<file path="config.mk">
export PLATFORM = sky130hd
export DESIGN_NAME = host_cmd_decoder
export DESIGN_NICKNAME = d
export VERILOG_FILES = /design/src/rtl/host_cmd_pkg.sv /design/src/rtl/reg_addr_decode.sv /design/src/rtl/host_cmd_decoder.sv
export SDC_FILE = /design/constraint.sdc
export NUM_CORES = 1
export LEC_CHECK = 0
export CORE_ASPECT_RATIO = 1.75
export CORE_MARGIN = 10
export CORE_UTILIZATION = 30
export DETAILED_ROUTE_END_ITERATION = 10
export PLACE_DENSITY = 0.61
export SKIP_CTS_REPAIR_TIMING = 1
export SYNTH_ARGS = -nofsm -noshare
export SYNTH_HDL_FRONTEND = slang
export SYNTH_SLANG_ARGS = --single-unit
</file>
<file path="constraint.sdc">
create_clock -name clk -period 2.5 [get_ports clk]
set_input_delay 0.625 -clock clk [delete_from_list [all_inputs] [get_ports clk]]
set_output_delay 0.625 -clock clk [all_outputs]
set_load 0.02 [all_outputs]
</file>
<file path="src/rtl/host_cmd_pkg.sv">
// Package: host_cmd_pkg
// Shared constants and types for the host command decoder: command and
// acknowledge bytes, FSM state encoding, register-group codes and the
// register address map used by reg_addr_decode.
package host_cmd_pkg;

   localparam logic [7:0] CMD_WR  = 8'h57;
   localparam logic [7:0] CMD_RD  = 8'h52;
   localparam logic [7:0] ACK_OK  = 8'hAA;
   localparam logic [7:0] ACK_ERR = 8'hEE;

   typedef enum logic [2:0] {
      StIdle,
      StAddr,
      StData,
      StWrite,
      StRead,
      StResp,
      StAck
   } state_e;

   typedef enum logic [2:0] {
      GrpNone,
      GrpVersion,
      GrpGate,
      GrpDac,
      GrpCounter,
      GrpPwm
   } grp_e;

   // Register address map (inclusive ranges)
   localparam logic [7:0] ADDR_VERSION = 8'h00;
   localparam logic [7:0] ADDR_DAC_A0  = 8'h02;
   localparam logic [7:0] ADDR_DAC_A1  = 8'h03;
   localparam logic [7:0] ADDR_DAC_LO  = 8'h23;
   localparam logic [7:0] ADDR_DAC_HI  = 8'h25;
   localparam logic [7:0] ADDR_GATE_LO = 8'h20;
   localparam logic [7:0] ADDR_GATE_HI = 8'h22;
   localparam logic [7:0] ADDR_CNTA_LO = 8'h26;
   localparam logic [7:0] ADDR_CNTA_HI = 8'h29;
   localparam logic [7:0] ADDR_CNTB_LO = 8'h30;
   localparam logic [7:0] ADDR_CNTB_HI = 8'h35;
   localparam logic [7:0] ADDR_PWMA_LO = 8'h36;
   localparam logic [7:0] ADDR_PWMA_HI = 8'h39;
   localparam logic [7:0] ADDR_PWMB_LO = 8'h40;
   localparam logic [7:0] ADDR_PWMB_HI = 8'h46;

endpackage

</file>
<file path="src/rtl/reg_addr_decode.sv">
// Module: reg_addr_decode
// Combinational register address -> owning group code. Shared with the
// read-back mux so write decode and read-back agree on the map.
// Ports:
//   addr  in  8  register address
//   grp   out 3  group code (host_cmd_pkg::grp_e)
module reg_addr_decode
   import host_cmd_pkg::*;
(
   input  logic [7:0] addr,
   output logic [2:0] grp
);

   grp_e g;

   always_comb begin
      g = GrpNone;
      if (addr == ADDR_VERSION) begin
         g = GrpVersion;
      end else if (addr == ADDR_DAC_A0 || addr == ADDR_DAC_A1 ||
                   (addr >= ADDR_DAC_LO && addr <= ADDR_DAC_HI)) begin
         g = GrpDac;
      end else if (addr >= ADDR_GATE_LO && addr <= ADDR_GATE_HI) begin
         g = GrpGate;
      end else if ((addr >= ADDR_CNTA_LO && addr <= ADDR_CNTA_HI) ||
                   (addr >= ADDR_CNTB_LO && addr <= ADDR_CNTB_HI)) begin
         g = GrpCounter;
      end else if ((addr >= ADDR_PWMA_LO && addr <= ADDR_PWMA_HI) ||
                   (addr >= ADDR_PWMB_LO && addr <= ADDR_PWMB_HI)) begin
         g = GrpPwm;
      end
   end

   assign grp = g;

endmodule

</file>
<file path="src/rtl/host_cmd_decoder.sv">
// Module: host_cmd_decoder
// Parses host byte frames (write: 57 ADDR DATA, read: 52 ADDR) into one-cycle
// register write strobes and read requests; read data is returned upstream.
// Optional macro HOST_CMD_ACK_EN: each write frame is answered with 0xAA
// (written) or 0xEE (rejected) on the tx side.
// Ports:
//   clk, reset (sync, active-high)
//   rx_data/rx_valid/rx_ready   byte stream from host link
//   tx_data/tx_valid/tx_ready   response byte to host link
//   wr_addr/wr_data             current write, held until the next write
//   wr_gate/wr_dac/wr_counter/wr_pwm  one-cycle write strobes
//   rd_addr/rd_data             read-back mux interface
//   err                         one-cycle error pulse
module host_cmd_decoder
   import host_cmd_pkg::*;
#(
   parameter int unsigned TIMEOUT_CYCLES = 50000,
   parameter int unsigned TO_W           = 16
) (
   input  logic       clk,
   input  logic       reset,
   input  logic [7:0] rx_data,
   input  logic       rx_valid,
   output logic       rx_ready,
   output logic [7:0] tx_data,
   output logic       tx_valid,
   input  logic       tx_ready,
   output logic [7:0] wr_addr,
   output logic [7:0] wr_data,
   output logic       wr_gate,
   output logic       wr_dac,
   output logic       wr_counter,
   output logic       wr_pwm,
   output logic [7:0] rd_addr,
   input  logic [7:0] rd_data,
   output logic       err
);

   localparam logic [TO_W-1:0] TO_LAST = TO_W'(TIMEOUT_CYCLES - 1);

   state_e          state_q, state_d;
   logic            is_wr_q, is_wr_d;
   logic [7:0]      addr_q, addr_d;
   logic [7:0]      wr_addr_q, wr_addr_d;
   logic [7:0]      wr_data_q, wr_data_d;
   logic [7:0]      tx_data_q, tx_data_d;
   logic [3:0]      strobe_q, strobe_d;   // {pwm, counter, dac, gate}
   logic            err_q, err_d;
   logic [TO_W-1:0] to_q, to_d;
   logic [2:0]      grp_raw;
   logic            timeout_hit;

   reg_addr_decode u_decode (
      .addr (addr_q),
      .grp  (grp_raw)
   );

   // Last waiting cycle of a partial frame; no byte is taken on this cycle.
   assign timeout_hit = (state_q == StAddr || state_q == StData) && (to_q == TO_LAST);

   always_comb begin
      state_d   = state_q;
      is_wr_d   = is_wr_q;
      addr_d    = addr_q;
      wr_addr_d = wr_addr_q;
      wr_data_d = wr_data_q;
      tx_data_d = tx_data_q;
      strobe_d  = 4'b0000;
      err_d     = 1'b0;
      to_d      = to_q;
      rx_ready  = 1'b0;
      tx_valid  = 1'b0;

      unique case (state_q)
         StIdle: begin
            rx_ready = 1'b1;
            to_d     = '0;
            if (rx_valid) begin
               if (rx_data == CMD_WR || rx_data == CMD_RD) begin
                  is_wr_d = (rx_data == CMD_WR);
                  state_d = StAddr;
               end else begin
                  err_d = 1'b1;
               end
            end
         end
         StAddr, StData: begin
            rx_ready = !timeout_hit;
            if (timeout_hit) begin
               state_d = StIdle;
               err_d   = 1'b1;
               to_d    = '0;
            end else if (rx_valid) begin
               to_d = '0;
               if (state_q == StAddr) begin
                  addr_d  = rx_data;
                  state_d = is_wr_q ? StData : StRead;
               end else begin
                  wr_addr_d = addr_q;
                  wr_data_d = rx_data;
                  state_d   = StWrite;
                  unique case (grp_e'(grp_raw))
                     GrpGate:    strobe_d[0] = 1'b1;
                     GrpDac:     strobe_d[1] = 1'b1;
                     GrpCounter: strobe_d[2] = 1'b1;
                     GrpPwm:     strobe_d[3] = 1'b1;
                     default:    err_d       = 1'b1;  // version (RO) or unmapped
                  endcase
`ifdef HOST_CMD_ACK_EN
                  tx_data_d = (grp_e'(grp_raw) inside {GrpGate, GrpDac, GrpCounter, GrpPwm})
                              ? ACK_OK : ACK_ERR;
`endif
               end
            end else begin
               to_d = to_q + 1'b1;
            end
         end
         StWrite: begin
`ifdef HOST_CMD_ACK_EN
            state_d = StAck;
`else
            state_d = StIdle;
`endif
         end
         StRead: begin
            tx_data_d = rd_data;
            state_d   = StResp;
         end
         StResp, StAck: begin
            tx_valid = 1'b1;
            if (tx_ready) state_d = StIdle;
         end
         default: state_d = StIdle;
      endcase
   end

   always_ff @(posedge clk) begin
      if (reset) begin
         state_q   <= StIdle;
         is_wr_q   <= 1'b0;
         addr_q    <= 8'h00;
         wr_addr_q <= 8'h00;
         wr_data_q <= 8'h00;
         tx_data_q <= 8'h00;
         strobe_q  <= 4'b0000;
         err_q     <= 1'b0;
         to_q      <= '0;
      end else begin
         state_q   <= state_d;
         is_wr_q   <= is_wr_d;
         addr_q    <= addr_d;
         wr_addr_q <= wr_addr_d;
         wr_data_q <= wr_data_d;
         tx_data_q <= tx_data_d;
         strobe_q  <= strobe_d;
         err_q     <= err_d;
         to_q      <= to_d;
      end
   end

   assign tx_data    = tx_data_q;
   assign wr_addr    = wr_addr_q;
   assign wr_data    = wr_data_q;
   assign wr_gate    = strobe_q[0];
   assign wr_dac     = strobe_q[1];
   assign wr_counter = strobe_q[2];
   assign wr_pwm     = strobe_q[3];
   assign rd_addr    = addr_q;
   assign err        = err_q;

endmodule

</file>
==> impl_summary.md <==
Yosys
The post-synthesis share of cell area spent on and, or, nand and nor gates is 27.33%. The largest family of logic cells by synthesized area is simple AND/OR/NAND/NOR gates. The compound-cell area share of the yosys netlist is 11.39%.

The cell area that synthesis handed to floorplanning was 0.002669 sq mm. In this run, synthesis inferred 0 flip-flops with an integrated enable. The mux contribution to synthesized area is 10.88%.

By instance count, the leading cell after synthesis is dfxtp_1. The sequential area share after synthesis is 42.76%. Ranked by total cell area, the synthesized netlist is headed by dfxtp_1 (43%), mux2i_1 (11%), nor2_1 (7.7%). Counting every instance in the synthesized netlist gives 301. The cell type contributing the most total cell area after synthesis is dfxtp_1. In the synthesized netlist the async set-or-reset flop fraction comes to 0%. The xor and xnor fraction of the mapped netlist area is 2.954%. The synthesized net count is 322. The post-synthesis average cell area is 8.866 sq um. The area share of the largest cell type after synthesis is 42.76%. The Yosys warning count is 0. Sorting the synthesized cells by how often they occur yields dfxtp_1 (57), nor2_1 (55), mux2i_1 (29).

The number of distinct library cells after synthesis is 48. In the synthesized netlist the dominant register cell turns out to be dfxtp_1. Of the total synthesized cell area, the portion taken by full adders, half adders and majority gates is 0.4688%. Counting flops and latches in the post-synthesis netlist gives 57.

Clocking
The clock latency at the later pin of the worst-skew pair is 0.32 ns. Clock-pin slew was measured on the worst setup and hold paths at 0.04 ns. The number of clock sinks seen by CTS is 57. Counting the buffers created by CTS gives 9. The CTS tree is built. CTS placed an instance of clkbuf_16 at the clock tree root.

The maximum level of the CTS H-tree is 3. The number of buffers on the longest clock path is 2.

Timing
The setup violation total in the final timing report is 0. The transition at the pin with the smallest max-transition slack is 0.5659 ns. The minimum setup slack in the final design is 0.2014 ns. The number of pins exceeding their max-slew limit in the final report is 0.

The count of endpoints failing hold in the final timing report is 0. The worst slew margin relative to its limit is 61.93%. For the final database, setup skew stands at 0.005528 ns. The final-layout setup total negative slack is 0 ns. The routed design could run at a clock period as short as 2.299 ns. On the final layout, the worst hold slack is 0.4542 ns. Timing would allow up to 0.4351 GHz. Setup repair after global routing left no endpoint under its margin. Of the available clock period, the critical path in the final layout requires 91.94%.

Floorplanning
The width of the die is 91.30 um. After floorplanning, the core was divided into 45 placement rows. The starting utilization of the core area is 30.78%. The floorplan step defined a die boundary enclosing 0.01322 sq mm. The core region is 0.008671 sq mm.

59 I/O pins were placed. The die is 144.8 um tall.

Job
The max-capacitance violation count is 0.

Route
After detailed routing, the number of remaining DRC violations is 0. The total number of vias is 2,426. Dividing the detail-routed via count by the number of cells gives 4.951. The count of antenna-violating nets left after detailed routing is 0. After detailed routing, the average wire length per cell comes to 15.42 um. The number of detailed-route iterations in the first pass is 4.

In this run, the number of DRC markers left after iteration 0 of detailed routing was 102. The detailed-route wire length is 7554 um.

Placed design
The number of buffers added on ports is 58. The placement-stage worst setup slack is 0.1499 ns. The detailed placement HPWL is 5774 um. The number of instances in the placed design is 478. The congestion estimate from routability-driven global placement came to 0.8116.

Critical path
The worst setup path is captured at a primary output. The arrival time at the worst endpoint is 1.67 ns. The largest fanout on the critical path is 2.

The type of the worst setup path is flop to primary output. For the worst setup path, the data required time is 1.88 ns. The kind of start point of the critical path is a flop.

GRT
The total overflow left after global routing is 0. The pin count of the biggest net entering global routing is 37. The number of global-route vias before repair is 2,470. The global-route total usage across every layer is 11.66%. The number of antenna violations at the first check in global routing came to 0.

The global-route wire length before repair is 12,140 um.

Power and ir drop
The power density of the placed cells is 594.7 mW/mm^2. The total chip power is 2.197 mW. The worst voltage drop across the vdd grid is 0.0003562 V. For this design the static power due to leakage is 1.478 nW.

Cells and area
0 antenna diodes ended up in the layout. Of the cells placed in the final design, the portion with a size suffix greater than 1 is 10.99%. The number of nets in the final layout is 393. The number of standard cells in the layout, taps in and fillers out is 490. The relative area change from synthesis to final layout is 38.44%.

Min path
The min-delay analysis places its worst path in the category flop to flop.

Outcome
The flow ran to the end, and the final reports show no timing, DRC or antenna violations.
worst max-delay path, stage by stage (launching register included):
cell and delay (ns):
dfxtp_1 0.37, nor4bb_1 0.39, and4_1 0.28, o21ai_0 0.09, dlymetal6s2s_1 0.22
worst paths after layout:
| kind | from | to | slack, ns | depth (start not counted) |
|---|---|---|---|---|
| min reg2reg | is_wr_q | is_wr_q | 0.45 | 2 |
| max reg2reg | to_q[0] | to_q[8] | 0.49 | 7 |
| min | is_wr_q | is_wr_q | 0.45 | 2 |
| max | to_q[15] | rx_ready | 0.20 | 4 |
layout make-up:
type	instances	area, sq um
Clock buffer	11	252.7
Clock inverter	1	5.005
Fill cell	908	4976
Inverter	11	41.29
Multi-Input combinational cell	220	1415
Sequential cell	57	1141
Tap cell	117	146.4
Timing Repair Buffer	73	693.2
flip-flops by register name, indices dropped and copies added (netlist names):
signal	cells
strobe_q	4
is_wr_q	1
to_q	16
wr_addr	8
wr_data	8
state_q	3
err	1
rd_addr	8
tx_data	8
routing by layer:
metal  routed length, um  track usage [%]
met5                   0                0
met1                2844            11.07
met2                4095            20.89
met3                 341            3.920
met4                 273            7.871
kinds of logic (layout without fill, tap and decap cells):
family / count (synthesis) / count (layout)
muxes: 29 / 29
and+or+nand+nor: 134 / 134
adders and majority gates: 1 / 1
AOI/OAI and AO/OA: 47 / 47
xor gates and xnor gates: 9 / 9
DFF: 57 / 57
buffers and inverters: 24 / 96
cell usage in the layout, fill, tap and decap left out, drive strengths merged, types with 3 or more instances in the layout:
| master | netlist | routed |
|---|---|---|
| mux2i | 29 | 29 |
| or4 | 3 | 3 |
| a31oi | 4 | 4 |
| nor4 | 3 | 3 |
| o21ai | 11 | 11 |
| or3 | 5 | 5 |
| nand2b | 6 | 6 |
| and4 | 4 | 4 |
| dfxtp | 57 | 57 |
| xor2 | 7 | 7 |
| nor3 | 15 | 15 |
| clkbuf | 9 | 11 |
| clkdlybuf4s50 | 0 | 55 |
| a21oi | 20 | 20 |
| nand2 | 15 | 15 |
| nand3 | 8 | 8 |
| nand4 | 7 | 7 |
| buf | 4 | 16 |
| inv | 11 | 11 |
| nor2 | 57 | 57 |
report_power, final:
| group | total (mW) | switching (mW) | internal, mW |
|---|---|---|---|
| clock network | 1.06 | 0.369 | 0.696 |
| logic | 0.197 | 0.103 | 0.0931 |
| registers | 0.937 | 0.0148 | 0.922 |
through the flow:
stage / cell area, sq um / utilization, %
after global routing: 3695 / 42.61
after CTS: 3690 / 42.55
after detailed placement: 3432 / 39.58
final: 3695 / 42.61
after global placement: 3432 / 39.58
after floorplan: 2669 / -
Note: power is estimated with default switching activity, not from simulation.
